<file path="src/rtl/nonogram_pkg.sv">
// Shared constants and types for the nonogram solver datapath.
// Board geometry, index widths and the solution assembler state encoding.
package nonogram_pkg;

    localparam int MAX_ROWS        = 11;
    localparam int MAX_COLS        = 11;
    localparam int LARGEST_DIM     = (MAX_ROWS > MAX_COLS) ? MAX_ROWS : MAX_COLS;
    localparam int MAX_NUM_OPTIONS = 1 << LARGEST_DIM;

    localparam int BOARD_W = MAX_ROWS * MAX_COLS;
    localparam int ROW_W   = $clog2(MAX_ROWS);
    localparam int COL_W   = $clog2(MAX_COLS);
    localparam int WORD_W  = 16;

    typedef enum logic [1:0] {
        S_IDLE   = 2'd0,
        S_LOAD   = 2'd1,
        S_WAIT   = 2'd2,
        S_FINISH = 2'd3
    } state_t;

    // Oversized counts from the solver saturate at the board limits.
    function automatic logic [ROW_W-1:0] clamp_rows(input logic [ROW_W-1:0] v);
        return (int'(v) > MAX_ROWS) ? ROW_W'(MAX_ROWS) : v;
    endfunction

    function automatic logic [COL_W-1:0] clamp_cols(input logic [COL_W-1:0] v);
        return (int'(v) > MAX_COLS) ? COL_W'(MAX_COLS) : v;
    endfunction

endpackage

</file>
<file path="src/rtl/solution_assembler_if.sv">
// Board-in / byte-out bus of the solution assembler, plus a state debug tap.
// Handshake: valid_in is a one-cycle board pulse taken only in IDLE; send marks one
// outstanding byte that no further send may follow until a transmit_done pulse.
interface solution_assembler_if;
    import nonogram_pkg::*;

    logic               valid_in;
    logic               transmit_done;
    logic [BOARD_W-1:0] solution;
    logic [COL_W-1:0]   n;
    logic [ROW_W-1:0]   m;
    logic               send;
    logic [7:0]         byte_out;
    logic               done;
    state_t             dbg_state;

    modport master (
        output valid_in, transmit_done, solution, n, m,
        input  send, byte_out, done, dbg_state
    );

    modport slave (
        input  valid_in, transmit_done, solution, n, m,
        output send, byte_out, done, dbg_state
    );

endinterface

</file>
<file path="src/rtl/solution_assembler_row_extract.sv">
// Combinational row slicer: picks row r out of the flat board and zeroes
// every column at or beyond n, giving a 16-bit word with column c at bit c.
module row_extract
    import nonogram_pkg::*;
(
    input  logic [BOARD_W-1:0] i_board,
    input  logic [ROW_W-1:0]   i_row,
    input  logic [COL_W-1:0]   i_n,
    output logic [WORD_W-1:0]  o_word
);

    localparam int IDX_W = $clog2(BOARD_W);

    logic [IDX_W-1:0] w_idx;

    always_comb begin
        o_word = '0;
        w_idx  = '0;
        for (int c = 0; c < MAX_COLS; c++) begin
            w_idx = IDX_W'(int'(i_row) * MAX_COLS + c);
            if (COL_W'(c) < i_n && int'(i_row) < MAX_ROWS) begin
                o_word[c] = i_board[w_idx];
            end
        end
    end

endmodule

</file>
<file path="src/rtl/solution_assembler.sv">
// Serialises a latched nonogram board as two bytes per row (high then low half)
// towards a UART transmitter, pulsing done once the last byte has completed.
module solution_assembler
    import nonogram_pkg::*;
(
    input  logic clk,
    input  logic rst,
    solution_assembler_if.slave bus
);

    state_t             r_state, w_state;
    logic [BOARD_W-1:0] r_board, w_board;
    logic [ROW_W-1:0]   r_m, w_m;
    logic [COL_W-1:0]   r_n, w_n;
    logic [ROW_W-1:0]   r_row, w_row;
    logic               r_phase, w_phase;
    logic               r_send, w_send;
    logic               r_done, w_done;
    logic [7:0]         r_byte, w_byte;

    logic [WORD_W-1:0]  w_word;
    logic [ROW_W-1:0]   w_m_clamped;
    logic [COL_W-1:0]   w_n_clamped;

    row_extract u_row_extract (
        .i_board (r_board),
        .i_row   (r_row),
        .i_n     (r_n),
        .o_word  (w_word)
    );

    assign w_m_clamped = clamp_rows(bus.m);
    assign w_n_clamped = clamp_cols(bus.n);

    always_ff @(posedge clk) begin
        if (rst) begin
            r_state <= S_IDLE;
            r_board <= '0;
            r_m     <= '0;
            r_n     <= '0;
            r_row   <= '0;
            r_phase <= 1'b0;
            r_send  <= 1'b0;
            r_done  <= 1'b0;
            r_byte  <= '0;
        end else begin
            r_state <= w_state;
            r_board <= w_board;
            r_m     <= w_m;
            r_n     <= w_n;
            r_row   <= w_row;
            r_phase <= w_phase;
            r_send  <= w_send;
            r_done  <= w_done;
            r_byte  <= w_byte;
        end
    end

    // Outputs are registered, so send/done appear one cycle after LOAD/FINISH.
    always_comb begin
        w_state = r_state;
        w_board = r_board;
        w_m     = r_m;
        w_n     = r_n;
        w_row   = r_row;
        w_phase = r_phase;
        w_send  = 1'b0;
        w_done  = 1'b0;
        w_byte  = r_byte;

        case (r_state)
            S_IDLE: begin
                if (bus.valid_in) begin
                    w_board = bus.solution;
                    w_m     = w_m_clamped;
                    w_n     = w_n_clamped;
                    w_row   = '0;
                    w_phase = 1'b0;
                    if (w_m_clamped == '0 || w_n_clamped == '0) begin
                        w_state = S_FINISH;
                    end else begin
                        w_state = S_LOAD;
                    end
                end
            end
            S_LOAD: begin
                w_send  = 1'b1;
                w_byte  = r_phase ? w_word[7:0] : w_word[15:8];
                w_state = S_WAIT;
            end
            S_WAIT: begin
                if (bus.transmit_done) begin
                    if (!r_phase) begin
                        w_phase = 1'b1;
                        w_state = S_LOAD;
                    end else if (r_row < (r_m - 1'b1)) begin
                        w_row   = r_row + 1'b1;
                        w_phase = 1'b0;
                        w_state = S_LOAD;
                    end else begin
                        w_state = S_FINISH;
                    end
                end
            end
            S_FINISH: begin
                w_done  = 1'b1;
                w_state = S_IDLE;
            end
            default: w_state = S_IDLE;
        endcase
    end

    assign bus.send      = r_send;
    assign bus.done      = r_done;
    assign bus.byte_out  = r_byte;
    assign bus.dbg_state = r_state;

endmodule

</file>
<file path="src/flat_wrapper.sv">
// flat-port wrapper written by rule: the top's interface ports become plain ports
module solution_assembler_flat import nonogram_pkg::*;
  (clk, rst, bus_valid_in, bus_transmit_done, bus_solution, bus_n, bus_m, bus_send, bus_byte_out, bus_done, bus_dbg_state);
  solution_assembler_if bus_i ();
  input  logic clk;
  input  logic rst;
  input wire logic [$bits(bus_i.valid_in)-1:0] bus_valid_in;
  input wire logic [$bits(bus_i.transmit_done)-1:0] bus_transmit_done;
  input wire logic [$bits(bus_i.solution)-1:0] bus_solution;
  input wire logic [$bits(bus_i.n)-1:0] bus_n;
  input wire logic [$bits(bus_i.m)-1:0] bus_m;
  output wire logic [$bits(bus_i.send)-1:0] bus_send;
  output wire logic [$bits(bus_i.byte_out)-1:0] bus_byte_out;
  output wire logic [$bits(bus_i.done)-1:0] bus_done;
  output wire logic [$bits(bus_i.dbg_state)-1:0] bus_dbg_state;
  assign bus_i.valid_in = bus_valid_in;
  assign bus_i.transmit_done = bus_transmit_done;
  assign bus_i.solution = bus_solution;
  assign bus_i.n = bus_n;
  assign bus_i.m = bus_m;
  assign bus_send = bus_i.send;
  assign bus_byte_out = bus_i.byte_out;
  assign bus_done = bus_i.done;
  assign bus_dbg_state = bus_i.dbg_state;
  solution_assembler u_core (.clk(clk), .rst(rst), .bus(bus_i));
endmodule
</file>
<file path="config.mk">
export PLATFORM = sky130hd
export DESIGN_NAME = solution_assembler_flat
export DESIGN_NICKNAME = d
export VERILOG_FILES = /design/src/rtl/nonogram_pkg.sv /design/src/rtl/solution_assembler_if.sv /design/src/rtl/solution_assembler_row_extract.sv /design/src/rtl/solution_assembler.sv /design/src/flat_wrapper.sv
export SDC_FILE = /design/constraint.sdc
export NUM_CORES = 1
export LEC_CHECK = 0
export CAP_MARGIN = 25
export CORE_AREA = 2 2 170 172
export CTS_CLUSTER_SIZE = 8
export DETAILED_ROUTE_END_ITERATION = 6
export DIE_AREA = 0 0 172 174
export PLACE_DENSITY = 0.63
export SETUP_SLACK_MARGIN = 0.4
export SLEW_MARGIN = 20
export SYNTH_ARGS = -nofsm -noshare
export SYNTH_HDL_FRONTEND = slang
export SYNTH_SLANG_ARGS = --single-unit
</file>
<file path="constraint.sdc">
create_clock -name clk -period 14.9 [get_ports clk]
set_input_delay 2.98 -clock clk [delete_from_list [all_inputs] [get_ports clk]]
set_output_delay 2.98 -clock clk [all_outputs]
set_load 0.05 [all_outputs]
</file>
======== Word-level counts from Yosys, hierarchy flattened ========
Index checks and enable logic that the tools add are counted.
cells by class
  eq/ne operators ......................... 7
  reduce and logical (&&, ||, !) cells .... 20
  bitwise logic cells ..................... 0
  multipliers ............................. 1
  mux-type cells .......................... 54
  magnitude comparators ................... 26
  shifts and indexed selects .............. 0
  div/mod/pow operators ................... 0
  add/sub/neg operators ................... 12
operators by type and width
  kind                                                 number
  < comparator 7 x 8 -> 1 bit (second input constant)  11
  binary-select mux 1 bit (select 7 bit)               11
  adder 7 x 4 -> 7 bit (second input constant)         5
  two-way mux 1 bit                                    28
  two-way mux 4 bit                                    6
  < comparator 3 x 4 -> 1 bit (first input constant)   4
  adder 7 x 3 -> 7 bit (second input constant)         2
  adder 7 x 5 -> 7 bit (second input constant)         2
  < comparator 4 bit (first input constant)            3
  logical AND 1 bit                                    11
  two-way mux 2 bit                                    5
  > comparator 4 bit (second input constant)           2
  logical NOT 4 bit                                    2
  < comparator 1 x 4 -> 1 bit (first input constant)   2
  < comparator 2 x 4 -> 1 bit (first input constant)   2
  two-way mux 8 bit                                    1
  one-hot mux 2 bit (4 select lines)                   1
  one-hot mux 4 bit (2 select lines)                   1
  adder 7 x 2 -> 7 bit (second input constant)         1
  multiplier 4 x 4 -> 7 bit (second input constant)    1
  AND reduction 5 bit                                  1
  adder 4 x 1 -> 4 bit (second input constant)         1
  == test 2 bit (second input constant)                2
  < comparator 4 bit                                   1
  11 further kinds                                     14
storage, ports and cells
  latch bits .............................. 0
  logic and storage cells ................. 129
  input port bits ......................... 133
  memories ................................ 0
  ROM bits ................................ 0
  bits in registers ....................... 146
  output and inout bits ................... 12
  memory bits (writable) .................. 0

======== Longest topological paths before layout ========
Gate-level depths: netlist of the first run.
  depth in word-level cells ............... 7
  depth in mapped cells ................... 20

======== Modules after synthesis ========
A second synthesis of the first run with hierarchy kept.
second synthesis, totals
  cell total of the unflattened synthesis .. 1484
  area total of the unflattened synthesis .. 13431.6 µm²
by module, submodules not included
  module              cells an instance  area each (µm²)  seq. area each (µm²)  times used
  row_extract         828                8101.5           0.0                   1
  solution_assembler  656                5330.1           2922.8                1

======== Least setup slack after synthesis of the first run ========
No wires, ideal clock.
  path kind ............................... register -> register
  from .................................... register u_core.r_row[0]
  to ...................................... register u_core.r_byte[2] (netlist: u_core.bus.byte_out[2])
  setup time .............................. 0.121 ns
  clock period less this slack ............ 4.862 ns
  stages on the path, launching flop included .. 18
  arrival time ............................ 4.741 ns
  setup slack ............................. 10.038 ns
  path buffers ............................ 8
  cell sequence ........................... dfxtp_1 inv_2 buf_2 buf_2 clkbuf_1 ha_1 buf_6 buf_8 buf_6 inv_1 ha_1 clkbuf_1 clkbuf_1 mux4_2 mux4_2 mux4_2 nand2_1 nand3_1
between the ends
  word-level cells in the longest chain between the ends .. 6
  elaborated cells between the ends (all ways) .. 13
  those cells by class .................... add/sub (2); mul (1); order compare (1); mux (7); reduce/logical (2)
ends and longest elaborated chain
  what                                                                 RTL line                              source
  from (decl)                                                          solution_assembler.sv:15              logic [ROW_W-1:0] r_row, w_row;
  from (signal assigned)                                               solution_assembler.sv:51              r_row <= w_row;
  multiplier 4 x 4 -> 7 bit                                            solution_assembler_row_extract.sv:20  w_idx = IDX_W'(int'(i_row) * MAX_COLS + c);
  adder 7 x 4 -> 7 bit / adder 7 x 3 -> 7 bit (equally long branches)  solution_assembler_row_extract.sv:20
  binary-select mux 1 bit (select 7 bit)                               solution_assembler_row_extract.sv:22  o_word[c] = i_board[w_idx];
  two-way mux 1 bit (not written as such)                              solution_assembler_row_extract.sv:22
  two-way mux 1 bit                                                    solution_assembler_row_extract.sv:21  if (COL_W'(c) < i_n && int'(i_row) < MAX_ROWS) begin
  two-way mux 8 bit *                                                  solution_assembler.sv:88              w_byte = r_phase ? w_word[7:0] : w_word[15:8];
  to (signal assigned)                                                 solution_assembler.sv:55              r_byte <= w_byte;
  to (decl)                                                            solution_assembler.sv:19              logic [7:0] r_byte, w_byte;
Mark *: on every way between the ends. The rest lies on a longest branch, timed or not. The select of a mux whose other input is x is not followed.
A chain may end at the register's enable or synchronous reset.

======== Worst setup path after layout of the first run ========
  from .................................... register u_core.r_row[0]
  to ...................................... register u_core.r_byte[0] (netlist: u_core.bus.byte_out[0])
between the ends
  word-level cells in the longest chain between the ends .. 6
  elaborated cells between the ends (all ways) .. 12
  those cells by class .................... add/sub (1); mul (1); order compare (1); mux (7); reduce/logical (2)
ends and longest elaborated chain
  what                                     RTL line
  multiplier 4 x 4 -> 7 bit                solution_assembler_row_extract.sv:20
  adder 7 x 5 -> 7 bit                     solution_assembler_row_extract.sv:20
  binary-select mux 1 bit (select 7 bit)   solution_assembler_row_extract.sv:22
  two-way mux 1 bit (not written as such)  solution_assembler_row_extract.sv:22
  two-way mux 1 bit                        solution_assembler_row_extract.sv:21
  two-way mux 8 bit *                      solution_assembler.sv:88
Marked as above.

==> run metrics, run 1 <==
status=finished, final reports clean; largest net degree at the start of global routing=77; Routed WL per cell=19.9 um; Row Count=62; Tightest Hold Check Type=flip-flop to flip-flop; CP required=15280 ps; share of cells above drive strength 1=15.6%; hold depth=2; post-synth top area share=23.6%; startpoint types=flip-flop; Pleak=5.06 nW; fin crit period=6560 ps; crit end category=flip-flop; HP Start=u_core.bus.byte_out[5]$_SDFFE_PP0P_; pins over their slew limit=0; Mapped Area=12400 um^2; fmax=152 MHz; switching share of power=30.3%; antenna diode count=0; syn_area_per_cell=8.98 um^2; R2R Setup Slk=8340 ps; Synth async-reset ratio=0%; first-pass GRT wire length=57.7 mm; Max Cap Violations=0; # hold bufs at CTS=0; hpwl dp=27.1 mm; H-tree Lvls=4; post-route clock period utilization=44.0%; vias in the first global route=10410; I/O Pins=145; post-CTS setup repair buffer count=0; Logic pwr share=23.9%; dominant cell type by area after synthesis=dfxtp_1; worst-path fanout max=61; total gr overflow=0; Via density=5.95; Max clock buf depth=2; worst relative slew slack=32.6%; CTS Buf Count=17; Synth Flop Type=dfxtp_1; Worst-path clk slew=70 ps; fill count=2692; Post-Synthesis Cells=1381; starting density of the core=43.9%; worst skew pair latency=440 ps; total power per unit cell area=83.2 nW/um^2; nets=1615; worst r2r path cells=13; Final Hold Viols=0; port bufs=144; IR drop worst, VDD=0.0791 mV; Register Area=2930 um^2; root buffer cell=clkbuf_16; die area=29900 um^2; Area contributors post-synth=dfxtp_1 24%, mux4_2 22%, mux2i_1 12%; Std-Cell Core Area=28200 um^2; drt first pass iters=5; crit path DAT=6940 ps; gr usage total=24.7%; 1st-iter DRT viols=1040; synth unique cells=61; Clk network pwr share=39.5%; Final Instance Count excl. Fillers=1851; worst slew pin tran=1000 ps; Resized cells post-CTS=0; reg2reg start=u_core.r_row[0]$_SDFFE_PP0P_; RSZ-0062 raised after global routing=false; die height=174 um; final setup violation count=0; CTS sink count=146; Tot Pwr=0.00121 W; Via Count=11018; CTS tree=done; WL final=36.8 mm; Hold EP=u_core.bus.byte_out[5]$_SDFFE_PP0P_; sequential power share=36.6%; Setup CP Type=flip-flop to flip-flop; R2R Path End=u_core.bus.byte_out[0]$_SDFFE_PP0P_; NetSw=0.000368 W; Int Pwr=0.000845 W; post-synthesis sequential area ratio=23.6%; GPL Wtd Cong=0.954; Post-synth EDFFs=0; post-synthesis register bit count=146; Syn. warnings=0; multi-input logic area=8870 um^2; initial antenna violation count=0; DRC=0; Net Count, Synth=1542; die width=172 um; final setup TNS=0 ps; Inst Count DP=1818; Antenna Nets Post-Route=0; Max Clock Skew=14.1 ps; P&R area growth vs syn=17.5%
-- cell families after synthesis --
group	share of synthesized area, %
adders and majority gates	2.89
xor gates and xnor gates	3.63
buffers and inverters	5.23
and+or+nand+nor	15.6
muxes	38.1
AOI/OAI and AO/OA	10.9
DFF	23.6
-- layout make-up --
| type | count | share of cell area (%) |
|---|---|---|
| inverter | 25 | 0.670 |
| multi-input combinational | 1104 | 60.8 |
| clock inverter | 13 | 1.35 |
| clock buffer | 19 | 3.04 |
| timing repair buffer | 160 | 10.7 |
| sequential | 146 | 20.1 |
| tap | 384 | 3.30 |
-- how the worst max path moves through the flow --
stage	from	endpoint	slack [ps]	depth (start not counted)
2_1_floorplan	u_core.r_row[0]$_SDFFE_PP0P_	u_core.bus.byte_out[2]$_SDFFE_PP0P_	10040	17
4_1_cts	u_core.r_row[0]$_SDFFE_PP0P_	u_core.bus.byte_out[0]$_SDFFE_PP0P_	8370	13
5_1_grt	u_core.r_row[0]$_SDFFE_PP0P_	u_core.bus.byte_out[0]$_SDFFE_PP0P_	7900	13
6_report	u_core.r_row[0]$_SDFFE_PP0P_	u_core.bus.byte_out[0]$_SDFFE_PP0P_	8340	13
3_3_place_gp	u_core.r_row[0]$_SDFFE_PP0P_	u_core.bus.byte_out[6]$_SDFFE_PP0P_	8520	12
3_5_place_dp	u_core.r_row[0]$_SDFFE_PP0P_	u_core.bus.byte_out[0]$_SDFFE_PP0P_	8380	13
-- through the flow --
stage | worst slack (ps) | instance area [um^2] | hold WS (ps) | utilization (%)
final | 8340 | 14600 | 452 | 51.6
after global routing | 7900 | 14600 | 484 | 51.6
after CTS | 8370 | 14600 | 447 | 51.6
after detailed placement | 8380 | 13900 | 438 | 49.3
after global placement | 8520 | 13900 | 431 | 49.3
after floorplan | 10040 | 12400 | 443 | -
-- cell usage in the layout (no fill, tap or decap), types with 3 or more instances in the layout --
cell type	n
ha_1	25
nor2_1	44
nand2_1	374
o21ai_0	30
clkbuf_16	17
mux2_2	36
nor4_1	3
o211ai_1	4
xnor2_2	5
xnor2_1	28
a31oi_1	7
xnor2_4	3
a21o_1	5
clkdlybuf4s50_1	143
nand3_1	8
xor2_1	6
buf_4	16
nor3_1	14
and3_1	5
a211oi_1	15
nor2b_1	6
bufinv_16	4
dfxtp_1	145
nand2b_1	7
mux4_2	123
inv_6	5
a21oi_1	159
mux2_1	9
mux2i_1	145
inv_1	21
-- Yosys cell counts (4+ instances only) --
cell type    n
nand3_1      8
buf_6       11
buf_2       18
clkbuf_1    61
nor2b_1      6
and3_1       5
mux2_1       9
nor3_1      14
nand2b_1     7
a21oi_1    159
inv_1       21
dfxtp_1    146
mux2i_1    145
a21o_1       5
xor2_1       6
o21ai_0     30
nor2_1      44
buf_8        4
a211oi_1    15
mux4_2     123
o211ai_1     4
ha_1        27
mux2_2      36
a31oi_1      7
buf_1       11
nand2_1    375
xnor2_1     28
xnor2_2      6
-- layer usage --
metal  track usage, %  part of all wire, %
met2             39.0                   46
met5                0                    0
met1             34.6                   45
met4             6.55                  2.0
met3             4.67                  7.3
-- power groups by stage --
stage / combinational [W] / clock, W / sequential (W)
after floorplan: 0.000197 / 0 / 0.000444
after global routing: 0.000314 / 0.000501 / 0.000447
final: 0.000290 / 0.000479 / 0.000444
after detailed placement: 0.000286 / 0 / 0.000452
after global placement: 0.000282 / 0 / 0.000451
after CTS: 0.000288 / 0.000486 / 0.000443
-- worst max-delay path: stages (launching register included) --
cell      delay [ps]
dfxtp_4          720
clkinv_2         840
ha_4             960
buf_4            740
buf_4            760
mux2i_1          280
mux2_2           330
mux2_2           270
and3_1           170
or4_1            560
mux2i_1          240
o21ai_0          120
a211oi_1         240
a21o_1           140
-- flip-flops by register name (all words and copies together) (netlist names) --
register and cells:
u_core.bus.byte_out 8, u_core.r_n 4, u_core.r_row 4, u_core.r_board 121, u_core.bus.done 1, u_core.bus.dbg_state 2, u_core.r_m 4, u_core.r_phase 1
u_core.bus.send 1
Note: power is estimated with default switching activity, not from simulation.
==> inputs of run 2 (changes only) <==
--- a/config.mk
+++ b/config.mk
@@ -10,7 +10,7 @@
 export CTS_CLUSTER_SIZE = 8
 export DETAILED_ROUTE_END_ITERATION = 6
 export DIE_AREA = 0 0 172 174
-export PLACE_DENSITY = 0.63
+export PLACE_DENSITY = 0.66
 export SETUP_SLACK_MARGIN = 0.4
 export SLEW_MARGIN = 20
 export SYNTH_ARGS = -nofsm -noshare
==> constraint.sdc (replaced) <==
create_clock -name clk -period 6 [get_ports clk]
set_input_delay 1.2 -clock clk [delete_from_list [all_inputs] [get_ports clk]]
set_output_delay 1.2 -clock clk [all_outputs]
set_load 0.05 [all_outputs]
==> run 2 against run 1 <==
  * Via count down 0.65%
  * Die area stayed put
  * Critical path type unchanged
  * Global-route usage grew 0.28 points
  * Sequential cell count unchanged
  * First-iteration DRC count shrank 11%
  * Clock power is 130% higher
  * Wire length decreased by 0.25%
  * Critical path depth is 1 lower
  * Non-clock buffer count rose by 8
  * Critical endpoint is now u_core.bus.byte_out[2]$_SDFFE_PP0P_
  * Register-to-register slack worse by 7300 ps
  * Core utilization increased by 0.10 points
==> run metrics, run 2 (same netlist as run 1, synthesis figures left out) <==
Row Count=62; fmax=201 MHz; Hold EP=u_core.r_board[25]$_SDFFE_PP0P_; slowest cell delay on critical path=700 ps; RSZ-0062 raised after global routing=false; first-pass GRT wire length=58.2 mm; GPL Wtd Cong=1.00; critical path, cell by cell=buf_4 > clkinv_2 > ha_4 > inv_1 > ha_1 > buf_4 > mux4_2 > mux4_2 > mux2_2 > mux2i_1 > nand4_1 > nand3_1; Resized cells post-CTS=0; initial antenna violation count=1; pins over their slew limit=0; WL final=36.7 mm; antenna diode count=0; DRC=0; final setup violation count=0; Setup CP Type=flip-flop to flip-flop; CP required=6390 ps; Tightest Hold Check Type=flip-flop to flip-flop; hpwl dp=27.5 mm; gr usage total=25.0%; reg2reg start=u_core.r_row[0]$_SDFFE_PP0P_; worst r2r path cells=12; Worst-path clk slew=70 ps; startpoint types=flip-flop; total gr overflow=0; nets=1623; max reg flops=121; root buffer cell=clkbuf_16; Antenna Nets Post-Route=0; I/O Pins=145; Via density=5.89; Max Cap Violations=0; worst-path fanout max=38; P&R area growth vs syn=17.7%; 1st-iter DRT viols=921; worst slew pin tran=984 ps; worst relative slew slack=34.4%; Tot Pwr=0.00292 W; die height=174 um; Routed WL per cell=19.7 um; drt first pass iters=7; H-tree Lvls=4; final setup TNS=0 ps; crit path DAT=5360 ps; Std-Cell Core Area=28200 um^2; CTS Buf Count=17; CTS sink count=146; starting density of the core=43.9%; port bufs=144; R2R Path End=u_core.bus.byte_out[2]$_SDFFE_PP0P_; status=finished, final reports clean; HP Start=u_core.r_board[25]$_SDFFE_PP0P_; # hold bufs at CTS=0; worst skew pair latency=450 ps; die width=172 um; CTS tree=done; fin crit period=4970 ps; post-route clock period utilization=82.8%; most common cell after layout, fill and taps aside=nand2_1; total power per unit cell area=200 nW/um^2; crit end category=flip-flop; R2R Setup Slk=1030 ps; CP max-delay cell=ha_4; DP Worst Slack=1080 ps; post-CTS setup repair buffer count=0; share of cells above drive strength 1=16.0%; Max Clock Skew=19.0 ps; Via Count=10946; Pleak=5.09 nW; Top reg by flops=u_core.r_board; IR drop worst, VDD=0.194 mV; most frequent cells in the layout=374 x nand2_1, 159 x a21oi_1, 145 x mux2i_1, 145 x dfxtp_1, 143 x clkdlybuf4s50_1; vias in the first global route=10617; Max clock buf depth=2; fill count=2735; setup ws final=1030 ps; Final Hold Viols=0; hold depth=2; die area=29900 um^2; largest net degree at the start of global routing=86
==> run 2: layout make-up <==
cell class                      instances  area (um^2)  share of cell area (%)
Clock inverter                         13          150                    1.03
Multi-Input combinational cell       1104         8870                    60.8
Timing Repair Buffer                  168         1640                    11.3
Tap cell                              384          480                    3.29
Sequential cell                       146         2930                    20.0
Clock buffer                           19          433                    2.96
Inverter                               25         97.6                   0.668
==> run 2: stage by stage <==
stage / std cells / hold WS (ps) / util, % / instance area (um^2)
CTS: 1859 / 473 / 51.7 / 14600
floorplan: 1381 / 443 / - / 12400
detailed placement: 1827 / 463 / 49.6 / 14000
global route: 1859 / 489 / 51.7 / 14600
finish: 1859 / 469 / 51.7 / 14600
global placement: 1826 / 457 / 49.5 / 14000
==> run 2: how the worst max path moves through the flow <==
stage	from	endpoint	slack, ps	cells after the start
global placement	u_core.r_row[0]$_SDFFE_PP0P_	u_core.bus.byte_out[4]$_SDFFE_PP0P_	1150	9
global route	u_core.r_row[0]$_SDFFE_PP0P_	u_core.bus.byte_out[2]$_SDFFE_PP0P_	710	12
detailed placement	u_core.r_row[0]$_SDFFE_PP0P_	u_core.bus.byte_out[2]$_SDFFE_PP0P_	1080	12
CTS	u_core.r_row[0]$_SDFFE_PP0P_	u_core.bus.byte_out[2]$_SDFFE_PP0P_	1050	12
floorplan	u_core.r_row[0]$_SDFFE_PP0P_	u_core.bus.byte_out[2]$_SDFFE_PP0P_	1140	17
finish	u_core.r_row[0]$_SDFFE_PP0P_	u_core.bus.byte_out[2]$_SDFFE_PP0P_	1030	12
==> run 2: routing by layer <==
metal	vias to the layer above	routed length (um)	GRT usage, %	part of all wire (%)
li1	5148	-	-	-
met1	5295	16000	34.3	44
met2	446	16900	39.2	46
met3	55	2900	5.49	7.9
met4	2	910	7.91	2.5
met5	-	13	0	0.035
==> run 2: power breakdown <==
group	internal (W)	switching [W]
registers	0.00103	0.0000647
clock network	0.000621	0.000475
logic	0.000351	0.000374
total	0.00200	0.000914
==> run 2: worst max-delay path, delay by kind of cell (launching register included) <==
family,cells,cell delay (ps)
adders and majority gates,2,1310
buffers and inverters,4,1330
DFF,1,530
muxes,4,1510
and+or+nand+nor,2,230
